### src/rtl/ex_div_pkg.sv
// Shared definitions for the multi-cycle divider: FSM state encodings,
// handshake levels and the ALU op codes that EX decodes into start/signed requests.
package ex_div_pkg;

  typedef enum logic [1:0] {
    DIV_FREE    = 2'b00,
    DIV_BY_ZERO = 2'b01,
    DIV_ON      = 2'b10,
    DIV_END     = 2'b11
  } div_state_e;

  localparam logic DIV_RESULT_READY     = 1'b1;
  localparam logic DIV_RESULT_NOT_READY = 1'b0;
  localparam logic DIV_START            = 1'b1;
  localparam logic DIV_STOP             = 1'b0;

  localparam logic [7:0] EXE_DIV_OP  = 8'b0001_1010;
  localparam logic [7:0] EXE_DIVU_OP = 8'b0001_1011;

endpackage

### src/rtl/ex_div.sv
// Radix-2 restoring divider serving DIV/DIVU: one quotient bit per clock,
// result {remainder, quotient} held with ready_o until EX drops start_i.
module ex_div
  import ex_div_pkg::*;
#(
  parameter int unsigned WIDTH = 32
) (
  input  logic               clk,
  input  logic               rst,
  input  logic               signed_div_i,
  input  logic [WIDTH-1:0]   opdata1_i,
  input  logic [WIDTH-1:0]   opdata2_i,
  input  logic               start_i,
  input  logic               annul_i,
  output logic [2*WIDTH-1:0] result_o,
  output logic               ready_o
);

  localparam int unsigned CW = $clog2(WIDTH);
  localparam logic [CW-1:0] LAST = CW'(WIDTH - 1);

  div_state_e state, state_nxt;
  logic [CW-1:0]      cnt, cnt_nxt;
  logic [WIDTH-1:0]   dividend, dividend_nxt;
  logic [WIDTH-1:0]   divisor, divisor_nxt;
  logic [WIDTH-1:0]   rem, rem_nxt;
  logic               sign1, sign1_nxt;
  logic               sign2, sign2_nxt;
  logic               sgn, sgn_nxt;
  logic [2*WIDTH-1:0] result_nxt;
  logic               ready_nxt;

  logic [WIDTH:0]     partial, trial;
  logic               borrow;
  logic [WIDTH-1:0]   rem_step, quo_step, quo_fix, rem_fix;

  // Trial subtract is WIDTH+1 bits; since rem < divisor the MSB is a pure borrow flag.
  always_comb begin
    partial  = {rem, dividend[WIDTH-1]};
    trial    = partial - {1'b0, divisor};
    borrow   = trial[WIDTH];
    rem_step = borrow ? partial[WIDTH-1:0] : trial[WIDTH-1:0];
    quo_step = {dividend[WIDTH-2:0], ~borrow};
    quo_fix  = (sgn && (sign1 ^ sign2)) ? ('0 - quo_step) : quo_step;
    rem_fix  = (sgn && sign1) ? ('0 - rem_step) : rem_step;
  end

  always_comb begin
    state_nxt    = state;
    cnt_nxt      = cnt;
    dividend_nxt = dividend;
    divisor_nxt  = divisor;
    rem_nxt      = rem;
    sign1_nxt    = sign1;
    sign2_nxt    = sign2;
    sgn_nxt      = sgn;
    result_nxt   = result_o;
    ready_nxt    = ready_o;

    unique case (state)
      DIV_FREE: begin
        ready_nxt  = DIV_RESULT_NOT_READY;
        result_nxt = '0;
        if (start_i == DIV_START && !annul_i) begin
          if (opdata2_i == '0) begin
            state_nxt = DIV_BY_ZERO;
          end else begin
            state_nxt    = DIV_ON;
            cnt_nxt      = '0;
            rem_nxt      = '0;
            sgn_nxt      = signed_div_i;
            sign1_nxt    = opdata1_i[WIDTH-1];
            sign2_nxt    = opdata2_i[WIDTH-1];
            dividend_nxt = (signed_div_i && opdata1_i[WIDTH-1]) ? ('0 - opdata1_i) : opdata1_i;
            divisor_nxt  = (signed_div_i && opdata2_i[WIDTH-1]) ? ('0 - opdata2_i) : opdata2_i;
          end
        end
      end
      DIV_BY_ZERO: begin
        result_nxt = '0;
        if (annul_i) begin
          state_nxt = DIV_FREE;
          ready_nxt = DIV_RESULT_NOT_READY;
        end else begin
          state_nxt = DIV_END;
          ready_nxt = DIV_RESULT_READY;
        end
      end
      DIV_ON: begin
        if (annul_i) begin
          state_nxt  = DIV_FREE;
          ready_nxt  = DIV_RESULT_NOT_READY;
          result_nxt = '0;
        end else begin
          rem_nxt      = rem_step;
          dividend_nxt = quo_step;
          cnt_nxt      = cnt + 1'b1;
          if (cnt == LAST) begin
            state_nxt  = DIV_END;
            cnt_nxt    = '0;
            result_nxt = {rem_fix, quo_fix};
            ready_nxt  = DIV_RESULT_READY;
          end
        end
      end
      DIV_END: begin
        if (start_i == DIV_STOP) begin
          state_nxt  = DIV_FREE;
          ready_nxt  = DIV_RESULT_NOT_READY;
          result_nxt = '0;
        end
      end
      default: state_nxt = DIV_FREE;
    endcase
  end

  always_ff @(posedge clk or negedge rst) begin
    if (!rst) begin
      state    <= DIV_FREE;
      cnt      <= '0;
      dividend <= '0;
      divisor  <= '0;
      rem      <= '0;
      sign1    <= 1'b0;
      sign2    <= 1'b0;
      sgn      <= 1'b0;
      result_o <= '0;
      ready_o  <= DIV_RESULT_NOT_READY;
    end else begin
      state    <= state_nxt;
      cnt      <= cnt_nxt;
      dividend <= dividend_nxt;
      divisor  <= divisor_nxt;
      rem      <= rem_nxt;
      sign1    <= sign1_nxt;
      sign2    <= sign2_nxt;
      sgn      <= sgn_nxt;
      result_o <= result_nxt;
      ready_o  <= ready_nxt;
    end
  end

endmodule

### config.mk
export PLATFORM = sky130hd
export DESIGN_NAME = ex_div
export DESIGN_NICKNAME = d
export VERILOG_FILES = /design/src/rtl/ex_div_pkg.sv /design/src/rtl/ex_div.sv
export SDC_FILE = /design/constraint.sdc
export NUM_CORES = 1
export LEC_CHECK = 0
export CAP_MARGIN = 40
export CORE_MARGIN = 2
export CORE_UTILIZATION = 45
export DETAILED_ROUTE_END_ITERATION = 7
export PLACE_DENSITY = 0.66
export SETUP_SLACK_MARGIN = 0.4
export SLEW_MARGIN = 40
export SYNTH_ARGS = -nofsm -noshare
export SYNTH_HDL_FRONTEND = slang
export SYNTH_SLANG_ARGS = --single-unit
### constraint.sdc
create_clock -name clk -period 11.95 [get_ports clk]
set_input_delay 2.39 -clock clk [delete_from_list [all_inputs] [get_ports clk]]
set_output_delay 2.39 -clock clk [all_outputs]
set_load 0.03 [all_outputs]
==> metrics.txt, run 1 <==
NumNets Final=between 1500 and 2000; hold path start=result_o[1]$_DFFE_PN0P_; I/O pins=134; yosys warns=0; H-Tree Depth=4; CP Data Arrival Time=6.85 ns; Worst Reg-to-Reg Cells=20; worst hold margin=0.478 ns; total CTS buffers=17; gr ovfl total=0; vias in the first global route=10800; count of port buffers added during placement=133; P_leak=0.00600 µW; Clock Path Buffers=2; largest net degree at the start of global routing=approximately 110; die area=between 20000 and 30000 µm²; Max Fclk=about 0.15 GHz; CTS Sinks=about 170; gr usage total=0.248; fin util=0.537; Detailed Place HPWL=25800 µm; WL per Instance=17.6 µm; worst hold path endpoint=result_o[1]$_DFFE_PN0P_; initial antenna violation count=0; Rows=60; Slew @ Worst Pin=0.813 ns; vias=11300; Hold Path Class=flip-flop to flip-flop; unrepaired setup endpoints after global routing=false; final worst path period share=0.546; Via density=5.73; Max Slew Vio Count=0; number of flops mapped to enable cells by yosys=0; DR iter-0 viols=914; Die Y=about 170 µm; clock latency on the worst-skew pair=around 0.44 ns; peak supply drop=between 0.00015 and 0.0002 V; layout cells sized above 1=0.0502; fillers=2480; Detail Route Antenna Nets=0; setup violators final=0; final WL=34800 µm; Startpoint Class=input pin; FF-to-FF setup slack=5.86 ns; first-pass GRT wire length=56600 µm; Post-CTS Setup Bufs=0; area of the multi-input gates=between 7000 and 8000 µm²; post-synthesis cell type count=78; final hold vios=0; CP Class=input pin to flip-flop; r2r endpoint=result_o[62]$_DFFE_PN0P_; most common cell after layout, fill and taps aside=nand2_1; # hold bufs at CTS=0; syn_area_per_cell=7.94 µm²; Mapped Cells=1538; core region area=between 20000 and 30000 µm²; Pre-antenna DRT Iters=5; Synth Flop Type=dfrtp_1; post-layout min period=6.52 ns; crit-path cells=clkdlybuf4s50_1 -> or4_4 -> nor4_2 -> or4b_1 -> nor3_2 -> nand4_1 -> nand2_1 -> a21o_2 -> o21a_2 -> buf_6 -> nor2_1 -> mux2_2; Reg area=about 4300 µm²; Post-Synthesis Cell Area=12200 µm²; CTS tree=yes; hold path depth=2; Inserted Diodes=0; WP data required=12.27 ns; crit-path max cell delay=0.58 ns; Reg-to-Reg Start=dividend[31]$_DFFE_PN0P_; Syn-to-layout area delta=17.9%; Max FO, Critical Path=105; maxcap violations=0; GP Congestion=0.887; status=finished, final reports clean; Starting Density=0.455; post-cts sizing count=0; Clock transition at path regs=0.07 ns; CTS root buffer=clkbuf_16; slowest stage cell on the critical path=or4_4; Post-synth ARST share=1.00; Setup TNS Final=0 ns; syn_nets=1649; commonest cells after routing, fill and taps aside=244 x nand2_1, 188 x o21ai_0, 171 x dfrtp_1, 138 x nor2_1, 137 x a21oi_1; Seq/Total Area, Yosys=0.351; die span in x=169 µm; detailed-route DRC error count=0; Synth Register Bits=171; Setup Skew=around 0.0099 ns; slew margin rel.=0.455; Worst Setup End Kind=flip-flop; PD cells=227 nW/µm²
==> registers in the layout, summed over array words and instances, names as in the netlist <==
signal    cells
cnt           5
dividend     32
divisor      32
ready_o       1
rem          32
result_o     64
sgn           1
sign1         1
sign2         1
state         2
==> final cells by class <==
class	instances	area share
Tap cell	341	0.0297
Clock inverter	13	0.0128
Inverter	54	0.0141
Sequential cell	171	0.297
Timing Repair Buffer	139	0.0966
Clock buffer	19	0.0315
Multi-Input combinational cell	1238	0.518
==> routing by layer <==
layer | up-vias | part of all wire | track usage
met3 | 59 | 0.046 | 0.0393
met4 | 0 | 0.025 | 0.0768
met2 | 329 | 0.46 | 0.403
met5 | - | 0 | 0
met1 | 5340 | 0.46 | 0.341
li1 | 5581 | - | -
==> stage by stage <==
| step | cells | area [µm²] | setup slack [ns] | total power (µW) |
|---|---|---|---|---|
| after CTS | 1975 | 14400 | 5.49 | 3260 |
| final | 1975 | 14400 | 5.43 | 3260 |
| after floorplan | 1538 | 12200 | 6.86 | 2140 |
| after global placement | 1943 | 13700 | 4.69 | 2600 |
| after detailed placement | 1943 | 13700 | 5.04 | 2640 |
| after global routing | 1975 | 14400 | 5.12 | 3510 |
==> worst max-delay path by stage <==
stage	startpoint	end	slack [ns]
after floorplan	opdata2_i[11]	cnt[0]$_DFFE_PN0P_	6.86
after global placement	opdata2_i[11]	cnt[0]$_DFFE_PN0P_	4.69
after detailed placement	opdata2_i[12]	cnt[0]$_DFFE_PN0P_	5.04
after CTS	opdata2_i[12]	cnt[0]$_DFFE_PN0P_	5.49
after global routing	opdata2_i[12]	cnt[0]$_DFFE_PN0P_	5.12
final	opdata2_i[12]	cnt[0]$_DFFE_PN0P_	5.43
==> power by group <==
part | switching (µW) | total [µW] | leakage [µW] | internal (µW)
clock | 260 | 606 | 0.000307 | 347
combinational | 1120 | 1750 | 0.00343 | 629
sequential | 159 | 904 | 0.00226 | 746
total | 1540 | 3260 | 0.00600 | 1720
==> Yosys cell counts, types with 5 or more instances <==
cell type  instances  share of area
buf_2              7         0.0029
o21ai_0          189          0.078
nor3_1            33          0.014
o21a_1             6         0.0037
mux2i_1           20          0.016
nor2b_1            5         0.0026
nand2_1          245          0.075
nand3_1           24         0.0098
and2_1            14         0.0072
and3_1             6         0.0031
a21o_1            11         0.0068
o21ai_1           26          0.011
nor2_1           138          0.042
nand2b_1          12         0.0062
xor2_1            81          0.058
mux2_2             6         0.0055
or4_1              9         0.0055
a211oi_1          12         0.0074
o211a_1            7         0.0057
dfrtp_1          171           0.35
a21oi_1          137          0.056
a31oi_1           19         0.0097
o41ai_1            7         0.0050
clkbuf_1          57          0.018
nand4_1            9         0.0046
buf_4              9         0.0055
inv_1             53          0.016
ha_1              41          0.042
nor4_1            14         0.0072
o31ai_1           24          0.015
or3_1             19         0.0097
xnor2_1           54          0.039
==> logic make-up (layout without fill, tap and decap cells) <==
| logic type | count (synthesis) | after routing | synth area share |
|---|---|---|---|
| simple gates | 550 | 550 | 0.207 |
| compound gates | 485 | 485 | 0.237 |
| flops | 171 | 171 | 0.351 |
| xor+xnor | 135 | 135 | 0.0969 |
| buf+inv | 129 | 225 | 0.0432 |
| fa+ha+maj | 42 | 42 | 0.0437 |
| mux | 26 | 26 | 0.0219 |
==> worst max-delay path: cells and delay by family <==
family | cells | cell delay (ns)
compound gates | 2 | 0.77
buf+inv | 2 | 1.03
simple gates | 7 | 2.32
mux | 1 | 0.29
(Power assumes the default switching activity.)
==> inputs of run 2 (changes only) <==
- PLACE_DENSITY: 0.66 -> 0.69
- clock period: 11.95 -> 5.6 ns (I/O delays scaled with it)
==> metrics.txt, run 2 (same netlist as run 1, synthesis figures left out) <==
status=finished, final reports clean; GP Congestion=about 0.9; post-layout min period=around 5 ns; Hold Path Class=flip-flop to flip-flop; largest net degree at the start of global routing=87; clock latency on the worst-skew pair=0.44 ns; Reg-to-Reg Start=dividend[31]$_DFFE_PN0P_; worst hold path endpoint=result_o[3]$_DFFE_PN0P_; initial antenna violation count=0; CTS Sinks=approximately 170; Detail Route Antenna Nets=0; core region area=around 27000 µm²; Detailed Place HPWL=26200 µm; CTS root buffer=clkbuf_16; peak supply drop=between 0.0003 and 0.0004 V; final WL=35000 µm; gr ovfl total=0; family with the most delay on the worst path=simple AND/OR/NAND/NOR gates; maxcap violations=0; Syn-to-layout area delta=18.2%; die area=28500 µm²; Worst Reg-to-Reg Cells=21; area of the multi-input gates=7480 µm²; setup violators final=0; detailed-route DRC error count=0; Clock Path Buffers=2; Clock transition at path regs=0.08 ns; Startpoint Class=flip-flop; cell total after placement=1948; Crit path buffers/inverters=3; hold path start=result_o[3]$_DFFE_PN0P_; total CTS buffers=17; NumNets Final=1739; Max Fclk=0.204 GHz; worst hold margin=0.477 ns; Setup TNS Final=0 ns; Worst Setup End Kind=flip-flop; CP Data Arrival Time=5.22 ns; vias=roughly 11000; crit-path cells=inv_1 -> ha_1 -> fa_1 -> nand2b_1 -> a21boi_4 -> o211ai_2 -> a2111oi_4 -> o31a_2 -> nor2_4 -> inv_6 -> ha_1 -> nand2_1 -> or4_1 -> or4_1 -> nor2_1 -> buf_4 -> and2_1 -> nand2_1 -> o31ai_1 -> xor2_1 -> o21ai_1; # hold bufs at CTS=0; Inserted Diodes=0; FF-to-FF setup slack=0.69 ns; count of port buffers added during placement=133; die span in x=169 µm; max reg flops=64; Top reg by flops=result_o; Slew @ Worst Pin=0.798 ns; Via density=5.77; CTS tree=yes; slowest stage cell on the critical path=or4_1; first-pass GRT wire length=56800 µm; Tot Pwr=6860 µW; I/O pins=134; final non-filler cell total=1982; hold path depth=2; DR iter-0 viols=1039; H-Tree Depth=4; final instance area=roughly 14000 µm²; Max Slew Vio Count=0; WL per Instance=17.7 µm; Die Y=169 µm; final hold vios=0; P_leak=0.00602 µW; Reg area=4280 µm²; PD cells=476 nW/µm²; CP Class=flip-flop to flip-flop; commonest cells after routing, fill and taps aside=244 x nand2_1, 188 x o21ai_0, 171 x dfrtp_1, 138 x nor2_1, 136 x a21oi_1; Max FO, Critical Path=19; layout cells sized above 1=0.0555; crit-path max cell delay=0.48 ns; Starting Density=0.455; r2r endpoint=result_o[28]$_DFFE_PN0P_; Rows=60; vias in the first global route=10900; Pre-antenna DRT Iters=7; final worst path period share=0.877; WP data required=5.91 ns; most common cell after layout, fill and taps aside=nand2_1; fillers=2469; Placement Cell Area=13800 µm²; slew margin rel.=0.462; unrepaired setup endpoints after global routing=false; gr usage total=0.249; Setup Skew=0.0123 ns
[run 2: changes by cell type in the layout (fill, tap and decap cells not counted), sizes merged]
| cell | previous run | this run |
|---|---|---|
| clkinvlp | 2 | 3 |
| buf | 7 | 13 |
| inv | 58 | 60 |
| bufinv | 3 | 1 |
[run 2: worst register-to-register path, stage by stage, from the launching register on]
cell	delay, ns
dfrtp_1	0.36
inv_1	0.06
ha_1	0.22
fa_1	0.39
nand2b_1	0.23
a21boi_4	0.23
o211ai_2	0.19
a2111oi_4	0.42
o31a_2	0.26
nor2_4	0.06
inv_6	0.15
ha_1	0.20
nand2_1	0.10
or4_1	0.48
or4_1	0.45
nor2_1	0.11
buf_4	0.15
and2_1	0.15
nand2_1	0.07
o31ai_1	0.24
xor2_1	0.18
o21ai_1	0.07
[run 2: worst max-delay path by stage]
stage,start,to,slack [ns],depth (start not counted)
final,dividend[31]$_DFFE_PN0P_,result_o[28]$_DFFE_PN0P_,0.69,21
after global placement,opdata2_i[12],dividend[31]$_DFFE_PN0P_,0.50,11
after floorplan,dividend[31]$_DFFE_PN0P_,result_o[28]$_DFFE_PN0P_,0.55,22
after global routing,dividend[31]$_DFFE_PN0P_,result_o[28]$_DFFE_PN0P_,0.41,21
after CTS,dividend[31]$_DFFE_PN0P_,result_o[28]$_DFFE_PN0P_,0.41,21
after detailed placement,dividend[31]$_DFFE_PN0P_,result_o[62]$_DFFE_PN0P_,0.43,20
[run 2: per-layer routing]
layer  wire (µm)  GRT usage  vias up
met5           0          0        -
met4         701     0.0701        0
met3        1640     0.0369       46
met2       16500      0.407      318
met1       16200      0.344     5475
li1            -          -     5588
[run 2: cell type report]
type	instances	share of cell area
inverter	54	0.0144
tap	341	0.0296
timing repair buffer	146	0.101
clock buffer	18	0.0298
clock inverter	14	0.00937
multi-input combinational	1238	0.519
sequential	171	0.297
[run 2: timing repair]
action / in CTS / in global routing
setup endpoints to repair: 0 / 13
setup buffers: 0 / 2
gates resized for setup: 0 / 10
[run 2: stage by stage]
stage                     setup slack, ns   util
after CTS                           0.411  0.536
after floorplan                     0.546      -
after detailed placement            0.435  0.514
after global placement              0.496  0.514
after global routing                0.415  0.538
final                               0.687  0.538
[run 2: power breakdown]
| part | total [µW] | internal (µW) | switching (µW) | leakage [µW] |
|---|---|---|---|---|
| clock network | 1170 | 622 | 547 | 0.000270 |
| registers | 1940 | 1590 | 350 | 0.00226 |
| logic | 3750 | 1370 | 2380 | 0.00349 |
| total | 6860 | 3580 | 3280 | 0.00602 |
